--- src/rtl/cmdctrl_pkg.sv ---
// Shared types and opcode encodings for the command routing controller.
package cmdctrl_pkg;

    // Controller states: wait for a command, decode it, travel, check a station ID.
    typedef enum logic [1:0] {
        IDLE    = 2'd0,
        CMD_CHK = 2'd1,
        MOVING  = 2'd2,
        ID_CHK  = 2'd3
    } state_t;

    // Opcode field of the command byte.
    localparam logic [1:0] OP_STOP   = 2'b00;
    localparam logic [1:0] OP_GO     = 2'b01;
    localparam logic [1:0] OP_APPEND = 2'b10;
    localparam logic [1:0] OP_RSVD   = 2'b11;

endpackage : cmdctrl_pkg

--- src/rtl/route_fifo.sv ---
// Waypoint queue: a small FIFO with wrapping pointers, single-cycle flush and
// a registered occupancy count. Push and pop are never requested together.
module route_fifo #(
    parameter int W     = 6,
    parameter int DEPTH = 4
) (
    input  logic                       clk,
    input  logic                       rst,
    input  logic                       push,
    input  logic                       pop,
    input  logic                       flush,
    input  logic [W-1:0]               din,
    output logic [W-1:0]               head,
    output logic [$clog2(DEPTH+1)-1:0] cnt,
    output logic                       full
);

    localparam int PTR_W = $clog2(DEPTH);
    localparam int CNT_W = $clog2(DEPTH+1);

    logic [W-1:0]     r_mem [DEPTH];
    logic [PTR_W-1:0] r_wr_ptr;
    logic [PTR_W-1:0] r_rd_ptr;
    logic [CNT_W-1:0] r_cnt;

    // Write the pushed waypoint into the slot at the write pointer.
    // NOTE: storage has no reset; the pointers and count alone define which entries are live.
    always_ff @(posedge clk) begin
        if (push && !full) begin
            r_mem[r_wr_ptr] <= din;
        end
    end

    // Pointer and count bookkeeping; flush returns everything to empty at once.
    // NOTE: sequential state uses non-blocking assignments so every register sees pre-edge values.
    always_ff @(posedge clk or posedge rst) begin
        if (rst) begin
            r_wr_ptr <= '0;
            r_rd_ptr <= '0;
            r_cnt    <= '0;
        end else if (flush) begin
            r_wr_ptr <= '0;
            r_rd_ptr <= '0;
            r_cnt    <= '0;
        end else if (push && !full) begin
            r_wr_ptr <= r_wr_ptr + PTR_W'(1);
            r_cnt    <= r_cnt + CNT_W'(1);
        end else if (pop && (r_cnt != '0)) begin
            r_rd_ptr <= r_rd_ptr + PTR_W'(1);
            r_cnt    <= r_cnt - CNT_W'(1);
        end
    end

    assign head = r_mem[r_rd_ptr];
    assign cnt  = r_cnt;
    assign full = (r_cnt == CNT_W'(DEPTH));

endmodule : route_fifo

--- src/rtl/cmd_route_ctrl.sv ---
// Command routing controller: consumes GO/STOP/APPEND commands, tracks the
// current destination plus a queue of waypoints, and advances on station IDs.
// Optional watchdog: define CMDCTRL_TIMEOUT_EN to abandon a trip that sees no
// station for TIMEOUT_CYC cycles and to add the one-cycle timeout output.
module cmd_route_ctrl
    import cmdctrl_pkg::*;
#(
    parameter int ID_W        = 6,
    parameter int DEPTH       = 4,
    parameter int TIMEOUT_CYC = 2**20
) (
    input  logic                       clk,
    input  logic                       rst,
    input  logic                       cmd_rdy,
    input  logic [ID_W+1:0]            cmd,
    input  logic                       ID_vld,
    input  logic [ID_W-1:0]            ID,
    output logic                       clr_cmd_rdy,
    output logic                       clr_ID_vld,
    output logic                       in_transit,
    output logic [ID_W-1:0]            dest_ID,
    output logic                       arrived,
    output logic [$clog2(DEPTH+1)-1:0] q_cnt,
    output logic                       q_ovf
`ifdef CMDCTRL_TIMEOUT_EN
    ,
    output logic                       timeout
`endif
);

    localparam int CNT_W = $clog2(DEPTH+1);

    state_t            r_state;
    logic              r_clr_cmd_rdy;
    logic              r_clr_ID_vld;
    logic              r_in_transit;
    logic [ID_W-1:0]   r_dest_ID;
    logic              r_arrived;
    logic              r_q_ovf;

    logic [1:0]        w_op;
    logic [ID_W-1:0]   w_cmd_id;
    logic              w_id_match;
    logic              w_push;
    logic              w_pop;
    logic              w_flush;
    logic [ID_W-1:0]   w_fifo_head;
    logic [CNT_W-1:0]  w_fifo_cnt;
    logic              w_fifo_full;
    logic              w_tmo_hit;

    assign w_op       = cmd[ID_W+1:ID_W];
    assign w_cmd_id   = cmd[ID_W-1:0];
    assign w_id_match = (ID == r_dest_ID);

`ifdef CMDCTRL_TIMEOUT_EN
    localparam int TMO_W = $clog2(TIMEOUT_CYC+1);

    logic [TMO_W-1:0] r_tmo_cnt;
    logic             r_timeout;

    // Watchdog: counts cycles spent in MOVING, cleared whenever the FSM is elsewhere.
    always_ff @(posedge clk or posedge rst) begin
        if (rst) begin
            r_tmo_cnt <= '0;
        end else if (r_state == MOVING) begin
            r_tmo_cnt <= r_tmo_cnt + TMO_W'(1);
        end else begin
            r_tmo_cnt <= '0;
        end
    end

    assign w_tmo_hit = (r_state == MOVING) && (r_tmo_cnt == TMO_W'(TIMEOUT_CYC - 1));
    assign timeout   = r_timeout;
`else
    assign w_tmo_hit = 1'b0;
`endif

    // Queue control strobes decoded from the current state and inputs.
    // NOTE: every always_comb output gets a default first so no latch is inferred.
    always_comb begin
        w_push  = 1'b0;
        w_pop   = 1'b0;
        w_flush = w_tmo_hit;
        if (r_state == CMD_CHK) begin
            w_push  = (w_op == OP_APPEND) && r_in_transit && !w_fifo_full;
            w_flush = (w_op == OP_GO) || (w_op == OP_STOP);
        end else if (r_state == ID_CHK) begin
            w_pop   = w_id_match && (w_fifo_cnt != '0);
        end
    end

    route_fifo #(
        .W     (ID_W),
        .DEPTH (DEPTH)
    ) u_route_fifo (
        .clk   (clk),
        .rst   (rst),
        .push  (w_push),
        .pop   (w_pop),
        .flush (w_flush),
        .din   (w_cmd_id),
        .head  (w_fifo_head),
        .cnt   (w_fifo_cnt),
        .full  (w_fifo_full)
    );

    // Main controller FSM with registered strobes, pulses and route status.
    always_ff @(posedge clk or posedge rst) begin
        if (rst) begin
            r_state       <= IDLE;
            r_clr_cmd_rdy <= 1'b0;
            r_clr_ID_vld  <= 1'b0;
            r_in_transit  <= 1'b0;
            r_dest_ID     <= '0;
            r_arrived     <= 1'b0;
            r_q_ovf       <= 1'b0;
`ifdef CMDCTRL_TIMEOUT_EN
            r_timeout     <= 1'b0;
`endif
        end else begin
            r_clr_cmd_rdy <= 1'b0;
            r_clr_ID_vld  <= 1'b0;
            r_arrived     <= 1'b0;
            r_q_ovf       <= 1'b0;
`ifdef CMDCTRL_TIMEOUT_EN
            r_timeout     <= 1'b0;
`endif
            case (r_state)
                IDLE: begin
                    if (cmd_rdy) begin
                        r_state       <= CMD_CHK;
                        r_clr_cmd_rdy <= 1'b1;
                    end
                end
                MOVING: begin
                    if (w_tmo_hit) begin
                        r_state      <= IDLE;
                        r_in_transit <= 1'b0;
`ifdef CMDCTRL_TIMEOUT_EN
                        r_timeout    <= 1'b1;
`endif
                    end else if (ID_vld) begin
                        r_state      <= ID_CHK;
                        r_clr_ID_vld <= 1'b1;
                    end else if (cmd_rdy) begin
                        r_state       <= CMD_CHK;
                        r_clr_cmd_rdy <= 1'b1;
                    end
                end
                CMD_CHK: begin
                    case (w_op)
                        OP_GO: begin
                            r_dest_ID    <= w_cmd_id;
                            r_in_transit <= 1'b1;
                            r_state      <= MOVING;
                        end
                        OP_STOP: begin
                            r_in_transit <= 1'b0;
                            r_state      <= IDLE;
                        end
                        OP_APPEND: begin
                            if (r_in_transit) begin
                                r_q_ovf <= w_fifo_full;
                            end else begin
                                // Nothing to queue behind: start travelling to it directly.
                                r_dest_ID    <= w_cmd_id;
                                r_in_transit <= 1'b1;
                            end
                            r_state <= MOVING;
                        end
                        default: begin
                            r_state <= r_in_transit ? MOVING : IDLE;
                        end
                    endcase
                end
                ID_CHK: begin
                    if (w_id_match) begin
                        r_arrived <= 1'b1;
                        if (w_fifo_cnt != '0) begin
                            r_dest_ID <= w_fifo_head;
                            r_state   <= MOVING;
                        end else begin
                            r_in_transit <= 1'b0;
                            r_state      <= IDLE;
                        end
                    end else begin
                        r_state <= MOVING;
                    end
                end
                default: r_state <= IDLE;
            endcase
        end
    end

    assign clr_cmd_rdy = r_clr_cmd_rdy;
    assign clr_ID_vld  = r_clr_ID_vld;
    assign in_transit  = r_in_transit;
    assign dest_ID     = r_dest_ID;
    assign arrived     = r_arrived;
    assign q_ovf       = r_q_ovf;
    assign q_cnt       = w_fifo_cnt;

endmodule : cmd_route_ctrl

--- config.mk ---
export PLATFORM = sky130hd
export DESIGN_NAME = cmd_route_ctrl
export DESIGN_NICKNAME = d
export VERILOG_FILES = /design/src/rtl/cmdctrl_pkg.sv /design/src/rtl/route_fifo.sv /design/src/rtl/cmd_route_ctrl.sv
export SDC_FILE = /design/constraint.sdc
export NUM_CORES = 1
export LEC_CHECK = 0
export CAP_MARGIN = 40
export CORE_UTILIZATION = 42
export DETAILED_ROUTE_END_ITERATION = 10
export DONT_BUFFER_PORTS = 1
export GPL_ROUTABILITY_DRIVEN = 0
export PLACE_DENSITY_LB_ADDON = 0.25
export SYNTH_ARGS = -nofsm -noshare
export SYNTH_HDL_FRONTEND = slang
export SYNTH_SLANG_ARGS = --single-unit
--- constraint.sdc ---
create_clock -name clk -period 2.7 [get_ports clk]
set_clock_uncertainty 0.15 [all_clocks]
set_input_delay 0.135 -clock clk [delete_from_list [all_inputs] [get_ports clk]]
set_output_delay 0.135 -clock clk [all_outputs]
set_load 0.005 [all_outputs]
== Word-level counts from Yosys, hierarchy flattened ==
Memory sizes are Yosys's and may differ from the RTL's.
Cells that the tools add are included.

* Register bits after elaboration: 20
* Latch bits: 0
* Bits in writable memories: 24
* ROM bits: 0
* Input port bits: 18
* Output and inout port bits: 14
* Word-level logic and storage cells: 87
* Memories kept: 1

{| class="wikitable"
|+ Memory list
! memory !! depth !! width !! rd ports !! clocked after memory_dff !! write ports !! line !! RTL
|-
| u_route_fifo.r_mem || 4 || 6 || 1 || 0 || 1 || route_fifo.sv:21 || <nowiki>logic [W-1:0] r_mem [DEPTH];</nowiki>
|}

* $add $sub $neg: 4
* Multipliers: 0
* Div/mod/pow operators: 0
* Order comparisons: 0
* Eq/ne operators: 14
* Shifts and indexed selects: 0
* Mux-type cells: 40
* Bitwise operators: 0
* Reduce and logical (&&, ||, !) cells: 18

{| class="wikitable"
|+ Operators by type and width
! cell !! number
|-
| 6-bit case mux with 2 select lines || 2
|-
| 2-bit two-way mux || 10
|-
| 6-bit two-way mux || 3
|-
| 1-bit two-way mux || 17
|-
| 3-bit two-way mux || 3
|-
| 2-bit case mux with 4 select lines || 1
|-
| 2-bit == test, second input constant || 3
|-
| 6-bit == test || 1
|-
| 1-bit case mux with 2 select lines || 3
|-
| 2-bit nonzero test || 3
|-
| 3-bit nonzero test || 2
|-
| 1-bit logical AND || 5
|-
| 5-bit AND reduction || 1
|-
| 2-bit by 1-bit adder with 2-bit output, second input constant || 2
|-
| 2-bit by 1-bit == test with 1-bit output, second input constant || 2
|-
| 2-bit zero test || 2
|-
| 2-bit by 1-bit inequality test with 1-bit output, second input constant || 2
|-
| 2-bit inequality test, second input constant || 2
|-
| 2-bit case mux with 2 select lines || 1
|-
| 4-bit AND reduction || 1
|-
| 3-bit by 1-bit adder with 3-bit output, second input constant || 1
|-
| 3-bit == test, second input constant || 1
|-
| 3-bit by 1-bit inequality test with 1-bit output, second input constant || 1
|-
| 3-bit by 2-bit inequality test with 1-bit output, second input constant || 1
|-
| other kinds (6) || 6
|}

== Depth between registers and ports, before layout ==
* Depth after elaboration: 8
* Depth in mapped cells: 10
* Gate-level depth less buffers: 9

== Cells and area by module ==
A second synthesis with hierarchy kept.

* Cell total of the unflattened synthesis: 160
* Area, all modules: 2,183.3 um^2

{| class="wikitable"
|+ By module, submodules not included
! module !! instances !! cells an instance !! area an instance (um^2) !! sequential area each (um^2)
|-
| route_fifo || 1 || 93 || 1,408.9 || 895.9
|-
| cmd_route_ctrl || 1 || 67 || 774.5 || 325.3
|}

== Least setup slack after synthesis ==
No wires, ideal clock.

* Kind: register to register
* From: register u_route_fifo.r_cnt[1], in the netlist u_route_fifo.cnt[1]
* To: register u_route_fifo.r_cnt[2], in the netlist u_route_fifo.cnt[2]
* Setup time: 0.137 ns
* Data arrival time: 2.101 ns
* Data required time: 2.413 ns
* Setup slack: 0.312 ns
* Cell stages (with the launch flop): 8
* Path buffers: 1
* Period minus slack after synthesis: 2.388 ns
* Cells stage by stage: dfrtp_1 -> or3b_1 -> and2_1 -> buf_2 -> fa_1 -> and2_1 -> a311oi_1 -> o211ai_1

* Word-level cells in the longest chain between the ends: 7
* Elaborated cells between the ends (all ways): 16
* Those cells by class: 2 x add/sub; 1 x eq/ne; 6 x mux; 7 x reduce/logical

{| class="wikitable"
|+ RTL lines
! item !! line !! RTL
|-
| start: declaration || route_fifo.sv:24 || <nowiki>logic [CNT_W-1:0] r_cnt;</nowiki>
|-
| start signal: assignment || route_fifo.sv:47 || <nowiki>r_cnt <= r_cnt + CNT_W'(1);</nowiki>
|-
| start signal: assignment || route_fifo.sv:50 || <nowiki>r_cnt <= r_cnt - CNT_W'(1);</nowiki>
|-
| parallel branches: the longest is 7 deep, another holds 3-bit by 1-bit subtractor with 3-bit output || - ||
|}

Parallel ways; which one is timed is not known. The select of a mux whose other input is x is not followed.
A chain may end at the register's enable or synchronous reset.

== Worst setup path in the final report ==
Ends and elaborated chain as after synthesis.

==> summary.txt <==
STA
  • Worst path setup slack after routing: ~0.13 ns
  • Total count of max-transition violations in the final report: 0
  • Worst Hold Slack: about 0.016 ns
  • Max Clock Freq: 389 MHz
  • Worst max-slew margin expressed relative to the limit: roughly two thirds
  • Number of hold violations in the final report: 0
  • Number of setup violations in the final report: 0
  • Final period util: 95.2%
  • RSZ-0062 raised after global routing: false
  • Tightest Pin Transition: 0.494 ns
  • Final period demand of the worst path: between 2 and 3 ns
  • Total negative slack for setup checks: 0 ns

Power and ir drop
  • Sw Pwr: 681 uW
  • Switching Fraction: 32.5%
  • Total power consumption of the routed design: about 2.1 mW
  • Portion of total power attributed to combinational logic: 30.9%
  • Leakage dissipation: 0.988 nW
  • Power per unit of standard cell area: about 840 nW/um^2
  • Worst vdd rail ir drop: 389 uV
  • Internal power: 1.42 mW
  • Clock share of power: 23.2%
  • Sequential fraction of design power: 45.9%

Clock network
  • CTS Root Cell: sky130_fd_sc_hd__clkbuf_8
  • CTS tree: yes
  • Clock transition at the registers of the reported paths: 0.08 ns
  • Total of cells resized after clock tree synthesis: 0
  • Clock buffer count from CTS: 5
  • Number of H-tree levels: 2
  • Clock insertion delay at the later pin of the skew report: ~0.29 ns
  • Count of clock tree sinks: 44
  • Bufs on Longest Clock Path: 2

Yosys
  • Register bit total from synthesis: 44
  • Cell with the most instances after synthesis: sky130_fd_sc_hd__edfxtp_1
  • Count of flip-flops with a built-in enable after synthesis: 24
  • Post-synth top area share: 33.1%
  • Number of cells produced by synthesis: 156
  • Parity-gate share of the synthesized area counting xor and xnor cells: 2.82%
  • Synthesized-area fraction occupied by and/or/nand/nor cells: between 10% and 20%
  • Main flop type after synthesis: sky130_fd_sc_hd__edfxtp_1
  • Proportion of synthesized chip area in sequential cells: 56.2%
  • Multiplexer area fraction after synthesis: 14.8%
  • Mapped Nets: 183
  • Number of different library cells in the post-synthesis netlist: 43
  • Combinational family with the most area after synthesis: multiplexers
  • Total standard cell area after synthesis: 2170 sq um
  • Post-synthesis cell type with the largest combined area: sky130_fd_sc_hd__edfxtp_1
  • Asr flop ratio synth: 45.5%
  • Adder-Cell Fraction of Synth Area: approximately 5.5%
  • Post-synthesis compound-gate area fraction: 6.67%
  • Mean post-synth cell area: about 14 sq um
  • Warnings from Yosys: 0
  • Cells taking the most area after synthesis: sky130_fd_sc_hd__edfxtp_1 (33%), sky130_fd_sc_hd__dfrtp_1 (23%), sky130_fd_sc_hd__mux2_2 (6.7%)
  • Commonest cells in the netlist: sky130_fd_sc_hd__edfxtp_1 (24), sky130_fd_sc_hd__dfrtp_1 (20), sky130_fd_sc_hd__mux2_2 (13)

Global route
  • Pin count of the biggest net entering global routing: 19
  • Vias in the first global route: 1397
  • Total congestion overflow: 0
  • Number of antenna violations at the first check in global routing: 0
  • First-pass GRT wire length: 6630 um
  • Total routing resource utilization after global routing: 17.3%

Setup path
  • Startpoint of the worst setup timing path: u_route_fifo.cnt[1]$_DFFE_PP0P_
  • Category of the most critical setup path: reg -> reg
  • Startpoint class of the critical path: register
  • Launch instance of the worst register-to-register path: u_route_fifo.cnt[1]$_DFFE_PP0P_
  • Worst setup EP type: register
  • Data arrival time of the critical path: 2.59 ns
  • Largest fanout of any net on the critical path: 7
  • Data required time at the worst endpoint: 2.72 ns

Floorplanning
  • Row Count: 25
  • Height of the die: 74.0 um
  • Initial Utilization: between 40% and 50%
  • Die Span X: 74.0 um
  • Core region area: about 4800 sq um
  • # IOs: 32
  • Total Die Area: 5470 sq um

Finish
  • Share of cells above drive strength 1: 21.8%
  • Final core occ: 51.4%
  • Area overhead of the layout relative to synthesis: 14.6%
  • Total non-filler cell area in the finished layout: roughly 2500 sq um
  • Diode insertion count for antenna repair: 0
  • Nets: 200
  • Non-filler cells in the finished layout: 241

Job
  • Number of max-capacitance violations reported: 0

Routing
  • Detailed Route WL: ~4300 um
  • DR iter-0 viols: 88
  • First-pass iteration count of the detailed router: 4
  • Avg Vias per Cell: 5.45
  • DRC Markers: 0
  • Via Count: 1314
  • Drt wl/cell: 17.8 um
  • Antenna Violating Nets Remaining: 0

Placed design
  • Cell total after placement: around 220
  • Port buffer count: 0
  • Worst slack, placed: approximately 0.18 ns
  • HPWL Detailed: 3040 um
  • Area post-placement: 2290 sq um

Hold path
  • Classification of the worst-slack hold path: in -> reg
  • Worst hold start: ID_vld

Outcome
  • Outcome: completed
layout make-up:
| cell class | instances | area (sq um) |
|---|---|---|
| flip-flops and latches | 44 | 1220 |
| repair buffers | 15 | 158 |
| inverters | 8 | 30.0 |
| well taps | 67 | 83.8 |
| fillers | 416 | 2360 |
| clock inverters | 3 | 37.5 |
| clock buffers | 5 | 68.8 |
| multi-input cells | 99 | 893 |
metal layers:
| layer | routed length (um) | part of all wire, % | global-route usage (%) |
|---|---|---|---|
| met1 | 1820 | 42 | 21.2 |
| met2 | 2220 | 52 | 29.4 |
| met3 | 195 | 4.5 | 4.47 |
| met4 | 60 | 1.4 | 6.41 |
| met5 | 0 | 0 | 0 |
flip-flops by register name, summed over array words and instances, names as in the netlist:
register               count
arrived                    1
clr_ID_vld                 1
clr_cmd_rdy                1
dest_ID                    6
in_transit                 1
q_ovf                      1
r_state                    2
u_route_fifo.cnt           3
u_route_fifo.r_mem        24
u_route_fifo.r_rd_ptr      2
u_route_fifo.r_wr_ptr      2
cells by family after synthesis:
logic type / count (synthesis)
compound gates: 19
xor+xnor: 7
fa+ha+maj: 9
buf+inv: 13
flops: 44
mux: 23
simple gates: 41
final timing paths:
kind                                                    to  slack [ns]  cells after the start
max in group asynchronous           dest_ID[2]$_DFFE_PP0P_        2.03                      3
min in group asynchronous             clr_ID_vld$_DFF_PP0_        0.03                      2
hold / removal                        r_state[1]$_DFF_PP0_        0.02                      3
setup / recovery           u_route_fifo.cnt[2]$_DFFE_PP0P_        0.13                      6
hold reg to reg                     dest_ID[2]$_DFFE_PP0P_        0.44                      1
setup reg to reg           u_route_fifo.cnt[2]$_DFFE_PP0P_        0.13                      6
repair_timing:
item,4_1_cts,5_1_grt
setup buffers,0,0
hold endpoints to repair,53,0
hold buffers,10,0
power groups by stage:
stage          sequential (mW)  combinational (mW)  clock, mW
2_1_floorplan            0.922               0.521          0
4_1_cts                  0.966               0.655      0.495
3_5_place_dp             0.979               0.634          0
5_1_grt                  0.986               0.708      0.513
3_3_place_gp             0.970               0.614          0
6_report                 0.962               0.648      0.486
layout by cell type (no fill, tap or decap), drive strengths merged, types with 3 or more instances in the layout:
cell type and count:
edfxtp 24, dfrtp 20, mux2 13, dlygate4sd3 10
nand2 9, inv 8, ha 8, mux4 6
xor2 6, nand2b 6, clkbuf 5, buf 5
a21oi 5, and2 4, mux2i 4, nor2 4
and3 4, o21ai 3
worst max-delay path: stages (launching register included):
cell                       delay, ns
sky130_fd_sc_hd__dfrtp_1        0.46
sky130_fd_sc_hd__or3b_1         0.49
sky130_fd_sc_hd__and2_1         0.28
sky130_fd_sc_hd__fa_1           0.45
sky130_fd_sc_hd__and2_1         0.19
sky130_fd_sc_hd__a311oi_1       0.30
sky130_fd_sc_hd__o211ai_1       0.13
Note: power is estimated with default switching activity, not from simulation.
